===== config.mk =====
export PLATFORM = sky130hd
export DESIGN_NAME = acc_exec_unit
export DESIGN_NICKNAME = d
export VERILOG_FILES = /design/src/rtl/cpu_pkg.sv /design/src/rtl/adder.sv /design/src/rtl/acc_exec_unit.sv
export SDC_FILE = /design/constraint.sdc
export NUM_CORES = 1
export LEC_CHECK = 0
export BUFFER_PORTS_ARGS = -buffer_cell sky130_fd_sc_hd__buf_4
export CAP_MARGIN = 20
export CORE_AREA = 2 2 76 78
export CTS_CLUSTER_SIZE = 8
export DETAILED_ROUTE_END_ITERATION = 16
export DIE_AREA = 0 0 78 80
export PLACE_DENSITY = 0.74
export SLEW_MARGIN = 20
export SYNTH_ARGS = -nofsm -noshare
export SYNTH_HDL_FRONTEND = slang
export SYNTH_SLANG_ARGS = --single-unit

===== constraint.sdc =====
create_clock -name clk -period 4.4 [get_ports clk]
set_clock_uncertainty 0.15 [all_clocks]
set_input_delay 0.44 -clock clk [delete_from_list [all_inputs] [get_ports clk]]
set_output_delay 0.44 -clock clk [all_outputs]
set_load 0.05 [all_outputs]

===== src/rtl/cpu_pkg.sv =====
// Shared constants for the accumulator/execute slice: default widths,
// operation codes and the sequencer state encodings.
package cpu_pkg;

   localparam int DEF_WIDTH = 8;
   localparam int DEF_CNT_W = 16;

   localparam logic [1:0] OP_LDA = 2'b00;
   localparam logic [1:0] OP_ADD = 2'b01;
   localparam logic [1:0] OP_CLR = 2'b10;
   localparam logic [1:0] OP_NOP = 2'b11;

   localparam logic [1:0] ST_IDLE = 2'b00;
   localparam logic [1:0] ST_EXEC = 2'b01;
   localparam logic [1:0] ST_RESP = 2'b10;

endpackage


===== src/rtl/adder.sv =====
// Plain WIDTH-bit adder; the sum wraps modulo 2^WIDTH and there is no carry-out port.
module adder #(
   parameter int WIDTH = 8
) (
   input  logic [WIDTH-1:0] a,
   input  logic [WIDTH-1:0] b,
   output logic [WIDTH-1:0] sum
);

   assign sum = a + b;

endmodule


===== src/rtl/acc_exec_unit.sv =====
// Accumulator and execute sequencer: takes one operation, runs it through the
// adder, and hands the new accumulator value downstream with carry/zero flags.
module acc_exec_unit
   import cpu_pkg::*;
#(
   parameter int WIDTH = DEF_WIDTH,
   parameter int CNT_W = DEF_CNT_W
) (
   input  logic             clk,
   input  logic             rst_n,
   input  logic             op_valid,
   output logic             op_ready,
   input  logic [1:0]       op_code,
   input  logic [WIDTH-1:0] operand,
   output logic             res_valid,
   input  logic             res_ready,
   output logic [WIDTH-1:0] res_data,
   output logic             flag_c,
   output logic             flag_z,
   output logic [CNT_W-1:0] op_count,
   output logic [1:0]       dbg_state
);

   localparam logic [CNT_W-1:0] CNT_ONE = CNT_W'(1);
   localparam logic [CNT_W-1:0] CNT_MAX = '1;

   logic [1:0]       state;
   logic [1:0]       code_q;
   logic [WIDTH-1:0] opnd_q;
   logic [WIDTH-1:0] acc_q;
   logic [WIDTH-1:0] sum;
   logic [WIDTH-1:0] acc_next;
   logic             c_next;

   adder #(.WIDTH(WIDTH)) u_adder (
      .a   (acc_q),
      .b   (opnd_q),
      .sum (sum)
   );

   // Handshakes: a transfer happens on a rising edge where valid and ready are both
   // high; the sender holds valid and payload steady until that edge.
   assign op_ready  = rst_n && (state == ST_IDLE);
   assign res_data  = acc_q;
   assign dbg_state = state;

   always_comb begin
      acc_next = acc_q;
      c_next   = flag_c;
      case (code_q)
         OP_ADD: begin
            acc_next = sum;
            c_next   = (sum < acc_q);
         end
         OP_LDA: begin
            acc_next = opnd_q;
            c_next   = 1'b0;
         end
         OP_CLR: begin
            acc_next = '0;
            c_next   = 1'b0;
         end
         default: begin
            acc_next = acc_q;
            c_next   = flag_c;
         end
      endcase
   end

   always_ff @(posedge clk) begin
      if (!rst_n) begin
         state     <= ST_IDLE;
         code_q    <= OP_LDA;
         opnd_q    <= '0;
         acc_q     <= '0;
         flag_c    <= 1'b0;
         flag_z    <= 1'b0;
         res_valid <= 1'b0;
         op_count  <= '0;
      end else begin
         case (state)
            ST_IDLE: begin
               if (op_valid) begin
                  code_q <= op_code;
                  opnd_q <= operand;
                  state  <= ST_EXEC;
               end
            end
            ST_EXEC: begin
               acc_q     <= acc_next;
               flag_c    <= c_next;
               flag_z    <= (acc_next == '0);
               res_valid <= 1'b1;
               state     <= ST_RESP;
            end
            ST_RESP: begin
               // Result and flags hold until the consumer takes them; no bypass to a new accept.
               if (res_ready) begin
                  res_valid <= 1'b0;
                  state     <= ST_IDLE;
                  if (op_count != CNT_MAX) op_count <= op_count + CNT_ONE;
               end
            end
            default: state <= ST_IDLE;
         endcase
      end
   end

endmodule


### Word-level counts from Yosys, hierarchy flattened

Index checks and enable logic that the tools add are counted.

* register bits: 39
* bits of input ports: 14

* add/subtract/negate cells: 2
* $lt $le $gt $ge: 1
* equality and inequality tests: 7
* multiplexer cells: 7
* reduce and logical (&&, ||, !) cells: 12

Operators with widths (count)
* one-hot mux 8 bit (3 select lines): 1
* adder 16 x 1 -> 16 bit (second input constant): 1
* != test 16 bit (second input constant): 1
* adder 8 bit: 1
* logical NOT 8 bit: 1
* < comparator 8 bit: 1
* AND reduction 2 bit: 4
* one-hot mux 2 bit (3 select lines): 1
* == test 2 x 1 -> 1 bit (second input constant): 2
* == test 2 bit (second input constant): 2
* logical NOT 2 bit: 2
* two-way mux 2 bit: 2
* != test 2 bit (second input constant): 2
* one-hot mux 1 bit (2 select lines): 2
* nonzero test 2 bit: 2
* AND reduction 3 bit: 1
* OR reduction 2 bit: 1
* logical AND 1 bit: 1
* two-way mux 1 bit: 1

### Depth between registers and ports, before layout

Gate-level depths: netlist of run 1.

* depth in word-level cells: 4
* mapped depth: 11
* gate-level depth less buffers: 11

### Cells and area by module

Synthesis of run 1 repeated with hierarchy kept, for this count alone.

* cells, all modules: 282
* area total of the unflattened synthesis: 2329.7 sq um

By module, submodules not included
* acc_exec_unit: instances 1, cells each 240, area each 1998.2 sq um, seq. area each 780.7 sq um
* adder: instances 1, cells each 42, area each 331.6 sq um, seq. area each 0.0 sq um

### Least setup slack after synthesis of run 1

OpenSTA, ideal clock, no wires.

* path type: reg2reg
* from: register acc_q[0], in the netlist res_data[0]
* to: register flag_c
* library setup time: 74 ps
* arrival: 2486 ps
* setup slack: 1690 ps
* cell stages (with the launch flop): 12
* buffers on the path: 0
* clock period less this slack: 2710 ps
* path through: dfxtp_1 > ha_1 > fa_1 > xnor2_1 > inv_1 > ha_1 > nor2b_1 > o21a_1 > o21a_1 > o21ai_0 > nand2b_1 > a31oi_1

* longest elaborated chain between the ends: 3

RTL lines
* start, declared: RTL line acc_exec_unit.sv:30 `logic [WIDTH-1:0] acc_q;`
* start signal, assigned: RTL line acc_exec_unit.sv:90 `acc_q <= acc_next;`
* adder 8 bit: RTL line adder.sv:10 `assign sum = a + b;`
* < comparator 8 bit (*): RTL line acc_exec_unit.sv:53 `c_next = (sum < acc_q);`
* one-hot mux 1 bit (2 select lines) (*): RTL line acc_exec_unit.sv:50 `case (code_q)`
* end signal, assigned: RTL line acc_exec_unit.sv:91 `flag_c <= c_next;`
* end, declared: RTL line acc_exec_unit.sv:18 `output logic flag_c,`

Every way passes the cells marked *; elsewhere a longest branch is shown, timed or not.
A chain may end at the register's enable or synchronous reset.

### Worst setup path in the final report of run 1

Ends and elaborated chain as after synthesis.

==> qor.csv, run 1 <==
stage;metric;value;unit
grt;overflow;0;
timing;slew_viol_final;0;
synth;syn_nets;303;
route;dr.pass1.iters;4;
power;power.density;280.4;nW/µm²
place;dp_hpwl;3.851;mm
clocking;cts_tree;yes;
timing;hold_violations;0;
grt;grt_pass1_wl;8.845;mm
synth;synth_edf_count;0;
grt;grt.total_usage;17.66;%
synth;ys_warn_count;0;
timing;setup_violations;0;
place;place_congestion;0.8744;
worst_hold_path;worstHoldStart;op_valid;
route;vias_per_cell;5.351;
clocking;root_buffer;clkbuf_8;
die;ios;44;
worst_hold_path;min_path_type;in2reg;
power;p_leak;1.218;nW
clocking;hold_buffers;0;
clocking;post_cts_buffers;0;
timing;setup_tns;0;ns
setup_path;cp.required;4.47;ns
timing;max_freq;378.4;MHz
die;die_h;80;µm
setup_path;crit_path_cell_trace;ha_1 > fa_1 > xnor2_1 > inv_1 > ha_1 > nor2b_1 > o21a_1 > o21a_1 > o21ai_0 > nand2b_1 > a31oi_1;
synth;synthFlopType;dfxtp_1;
power;total_power;0.7806;mW
setup_path;cpPeakStageDelay;0.46;ns
synth;ys_seq_elements;39;
synth;synthArstFlopShare;0;%
synth;yosysSeqAreaShare;33.37;%
setup_path;r2r_start;res_data[0];
power;intPower;0.5390;mW
setup_path;reg2reg_slack;1.76;ns
power;power_frac_seq;49.2;%
setup_path;setup.worst_path.end_class;flip-flop;
layout;syn_to_final_growth;18.98;%
route;ant_nets;0;
clocking;clk_pin_slew;0.08;ns
setup_path;crit_arrival;2.72;ns
grt;grt_pass1_vias;1864;
setup_path;critical_path_class;reg2reg;
setup_path;crit_buf_inv;1;
die;fp-row-count;27;
worst_hold_path;min_path_cells;2;
clocking;cts_sinks;39;
layout;drive_gt1_share;17.25;%
route;drc;0;
die;coreArea;5405;µm²
synth;yosysUniqueCellTypes;50;
clocking;cts_buffers;5;
grt;grtUsageMet2;27.41;%
power;combPwrFrac;19.8;%
clocking;clk_path_buf_depth;2;
grt;grt.met3_usage;4.299;%
die;die_width;78;µm
synth;syn_area;2340;µm²
power;power_frac_clock;30.9;%
route;vias;2060;
place;portBuffers;43;
timing;min_period_over_period;60.06;%
timing;fin_ws;1.758;ns
worst_hold_path;holdPathEnd;dbg_state[0];
timing;timing.slew.headroom;61.84;%
clocking;clock_latency;0.29;ns
clocking;h-tree-depth;2;
layout;num-nets-final;341;
clocking;cts-resized-gates;0;
power;switching_share;30.95;%
status;status;finished, final reports clean;
grt;gr-usage-met1;24.08;%
grt;grt.busiest_layer;met2;
setup_path;cpMaxStageDelayCell;fa_1;
grt;grt_max_degree;42;
power;p_sw;0.2416;mW
setup_path;r2r_cells;11;
die;start_util;43.29;%
timing;layout_min_cycle_time;2.642;ns
synth;syn_avg_cell_area;8.539;µm²
synth;synth_cells;274;
setup_path;cp_max_fo;4;
route;avgRoutedWirePerCell;13.61;µm
route;drt-initial-drc-count;120;
timing;tightest_slew;0.5713;ns
setup_path;critPathTopFamily;adder cells;
grt;antenna_found_initial;0;
place;pre_cts_ws;1.805;ns
layout;antenna_cells;0;
setup_path;rr_endpoint;flag_c;
job;drv_cap;0;
power;ir_worst_vdd;141.4;µV
setup_path;critPathLaunchType;flip-flop;
die;dieArea;6240;µm²
route;wl;5.239;mm
timing;grt_setup_unrepaired;false;
routing by layer:
| layer | up-vias | share of wire [%] |
|---|---|---|
| li1 | 1034 | - |
| met1 | 967 | 48 |
| met2 | 51 | 45 |
| met3 | 8 | 5.7 |
| met4 | 0 | 1.7 |
| met5 | - | 0 |
cells in the mapped netlist, types with 2 or more instances:
library cell,n,area share (%)
dfxtp_1,39,33
nand2_1,37,5.9
and2_1,17,4.5
ha_1,14,7.5
nor2_1,13,2.1
a21boi_0,12,3.9
nand3_1,12,2.6
inv_1,11,1.8
nor3b_1,11,3.5
xnor2_1,11,4.1
xor2_1,11,4.1
clkbuf_1,10,1.6
nor2b_1,8,2.1
a21oi_1,6,1.3
and3_1,5,1.3
nand4_1,5,1.3
o21ai_0,4,0.86
mux2i_1,3,1.3
nand2b_1,3,0.80
nor3_1,3,0.64
o211a_1,3,1.3
o21a_1,3,0.96
a211oi_1,2,0.64
a21o_1,2,0.64
and4_1,2,0.75
o211ai_1,2,0.64
o2bb2ai_1,2,0.75
power by group through the flow:
stage,Clock [mW],Combinational (mW),Sequential (mW)
after detailed placement,0,0.153,0.393
final,0.241,0.155,0.384
after global routing,0.262,0.171,0.387
after global placement,0,0.151,0.392
after floorplan,0,0.0961,0.408
after CTS,0.249,0.155,0.384
worst max path at each step:
stage | startpoint | to | cells past startpoint
floorplan | res_data[0] | flag_c | 11
global placement | res_data[0] | flag_c | 11
CTS | res_data[0] | flag_c | 11
global route | res_data[0] | flag_z | 8
detailed placement | res_data[0] | flag_c | 11
finish | res_data[0] | flag_c | 11
placed cells by master, fill, tap and decap left out, drive strengths merged, types with 5 or more instances in the layout:
| cell | Yosys | routed |
|---|---|---|
| buf | 2 | 43 |
| dfxtp | 39 | 39 |
| nand2 | 37 | 37 |
| and2 | 17 | 17 |
| ha | 14 | 14 |
| nor2 | 13 | 13 |
| nand3 | 12 | 12 |
| a21boi | 12 | 12 |
| xnor2 | 11 | 11 |
| inv | 11 | 11 |
| xor2 | 11 | 11 |
| nor3b | 11 | 11 |
| nor2b | 8 | 8 |
| a21oi | 6 | 6 |
| clkbuf | 10 | 6 |
| nand4 | 5 | 5 |
| and3 | 5 | 5 |
| o21ai | 5 | 5 |
cell type report:
cell class | instances | area [µm²]
fill | 522 | 2621
clock buffer | 6 | 72.57
clock inverter | 2 | 12.51
tap | 72 | 90.09
multi-input combinational | 212 | 1464
timing repair buffer | 43 | 322.8
sequential | 39 | 780.7
inverter | 11 | 41.29
per-stage QoR:
step | area (µm²) | hold slack (ns) | instances | utilization, %
floorplan | 2340 | 0.3055 | 274 | -
global route | 2784 | 0.2312 | 385 | 51.50
CTS | 2784 | 0.2283 | 385 | 51.50
detailed placement | 2699 | 0.3258 | 377 | 49.93
finish | 2784 | 0.2336 | 385 | 51.50
global placement | 2699 | 0.3198 | 377 | 49.93
cell families (layout without fill, tap and decap cells):
group / after synthesis / after routing / share of synthesized area [%]
AOI/OAI and AO/OA: 52 / 52 / 17.70
xor gates and xnor gates: 22 / 22 / 8.235
adders and majority gates: 15 / 15 / 8.342
buffers and inverters: 23 / 62 / 4.064
DFF: 39 / 39 / 33.37
muxes: 3 / 3 / 1.283
and+or+nand+nor: 120 / 120 / 27.01
sequential cells by signal, summed over array words and instances (netlist names):
name,cells
res_valid,1
code_q,2
flag_c,1
res_data,8
opnd_q,8
dbg_state,2
op_count,16
flag_z,1
Note: power is estimated with default switching activity, not from simulation.
==> inputs of run 2 (changes only) <==
- clock period: 4.4 -> 2.75 ns (I/O delays scaled with it)
==> qor.csv, run 2 (synthesis results as in run 1) <==
stage;metric;value;unit;change
timing;tightest_slew;0.5057;ns;-0.06560 ns
route;drt-initial-drc-count;84;;-30%
clocking;clk_pin_slew;0.08;ns;about the same
power;total_power;1.246;mW;+60%
power;ir_worst_vdd;341.7;µV;+140%
layout;drive_gt1_share;18.61;%;+1.4 points
die;fp-row-count;27;;unchanged
clocking;root_buffer;clkbuf_8;;
clocking;cts_sinks;39;;unchanged
die;die_width;78;µm;unchanged
grt;grt.total_usage;17.04;%;-0.63 points
setup_path;crit_buf_inv;1;;unchanged
power;p_leak;1.237;nW;+1.6%
timing;hold_ws;0.07921;ns;-0.1544 ns
clocking;clock_latency;0.29;ns;about the same
setup_path;crit_path_cell_trace;ha_1 > fa_2 > xnor2_1 > inv_1 > ha_1 > nor2b_1 > o21a_1 > o21a_1 > o21ai_0 > nand2b_1 > a31oi_1;;
setup_path;cp_max_fo;4;;unchanged
place;dp_hpwl;3.809;mm;-1.1%
setup_path;setup.worst_path.end_class;flip-flop;;
timing;setup_tns;0;ns;unchanged
route;drc;0;;unchanged
grt;antenna_found_initial;0;;unchanged
timing;setup_violations;0;;unchanged
route;vias;1988;;-3.5%
route;ant_nets;0;;unchanged
setup_path;cpMaxStageDelayCell;fa_2;;
die;ios;44;;unchanged
die;dieArea;6240;µm²;unchanged
setup_path;critPathTopFamily;adder cells;;
setup_path;cp.required;2.82;ns;-1.65 ns
layout;largest_register_ffs;16;;unchanged
layout;design_area;2816;µm²;+1.2%
layout;antenna_cells;0;;unchanged
die;coreArea;5405;µm²;unchanged
grt;grt_pass1_vias;1799;;-3.5%
timing;slew_viol_final;0;;unchanged
layout;num-nets-final;345;;+1.2%
setup_path;critPathLaunchType;flip-flop;;
layout;final_cell_mix;47 x buf_4, 39 x dfxtp_1, 37 x nand2_1;;
die;start_util;43.29;%;unchanged
timing;min_period_over_period;92.96;%;+33 points
setup_path;cpPeakStageDelay;0.40;ns;-0.06 ns
place;placed_area;2729;µm²;+1.1%
layout;syn_to_final_growth;20.37;%;
die;die_h;80;µm;unchanged
clocking;cts-resized-gates;0;;unchanged
grt;grt_max_degree;42;;unchanged
job;drv_cap;0;;unchanged
timing;max_freq;391.2;MHz;+3.4%
clocking;cts_buffers;5;;unchanged
timing;hold_violations;0;;unchanged
power;power.density;442.4;nW/µm²;+58%
timing;grt_setup_unrepaired;false;;
timing;layout_min_cycle_time;2.556;ns;-0.08617 ns
clocking;post_cts_buffers;0;;unchanged
layout;regMostFlops;op_count;;
layout;fillers;516;;-1.1%
route;vias_per_cell;5.111;;-4.5%
place;place_congestion;0.8999;;+2.9%
clocking;hold_buffers;0;;unchanged
clocking;h-tree-depth;2;;unchanged
timing;timing.slew.headroom;66.29;%;+4.5 points
status;status;finished, final reports clean;;
grt;grt_pass1_wl;8.652;mm;-2.2%
route;avgRoutedWirePerCell;13.07;µm;-3.9%
setup_path;critical_path_class;reg2reg;;
clocking;clk_path_buf_depth;2;;unchanged
route;dr.pass1.iters;4;;unchanged
clocking;cts_tree;yes;;
place;portBuffers;43;;unchanged
grt;overflow;0;;unchanged
setup_path;crit_arrival;2.63;ns;-0.09 ns
layout;layout_commonest_cell;buf_4;;
worst_hold_path;min_path_type;in2reg;;
route;wl;5.086;mm;-2.9%
run 2: cell types whose count changed in the layout (fill, tap and decap cells not counted), sizes merged:
| cell | change |
|---|---|
| buf | +4 |
run 2: worst paths after layout:
path / from / end / slack (ns) / cells past startpoint
setup / recovery: res_data[0] / flag_c / 0.19 / 11
hold / removal: op_valid / dbg_state[0] / 0.08 / 2
setup reg to reg: res_data[0] / flag_c / 0.19 / 11
hold reg to reg: opnd_q[5] / opnd_q[5] / 0.33 / 2
run 2: per-stage QoR:
| step | worst slack, ns | util, % | instances |
|---|---|---|---|
| floorplan | 0.04017 | - | 274 |
| global placement | 0.1939 | 50.49 | 381 |
| detailed placement | 0.1361 | 50.49 | 381 |
| CTS | 0.1143 | 52.06 | 389 |
| global route | 0.06469 | 52.11 | 389 |
| finish | 0.1937 | 52.11 | 389 |
run 2: power by group:
part	switching [mW]	total, mW	internal [mW]
combinational	0.152	0.257	0.104
clock	0.203	0.380	0.177
sequential	0.0246	0.610	0.585
total	0.380	1.25	0.866
run 2: metal layers:
layer  global-route usage (%)  part of all wire [%]  vias up  wire length [µm]
met5                        0                     0        -                 0
li1                         -                     -     1042                 -
met3                    3.054                   3.5        6               179
met1                    23.70                    50      902              2558
met4                    5.614                   1.3        0                65
met2                    26.64                    45       38              2282
run 2: final cells by class:
| cell class | instances | area (µm²) | area share (%) |
|---|---|---|---|
| clock buffers | 6 | 72.57 | 2.577 |
| multi-input cells | 212 | 1466 | 52.07 |
| flip-flops and latches | 39 | 780.7 | 27.72 |
| clock inverters | 2 | 12.51 | 0.4442 |
| inverters | 11 | 41.29 | 1.466 |
| repair buffers | 47 | 352.8 | 12.53 |
| well taps | 72 | 90.09 | 3.199 |
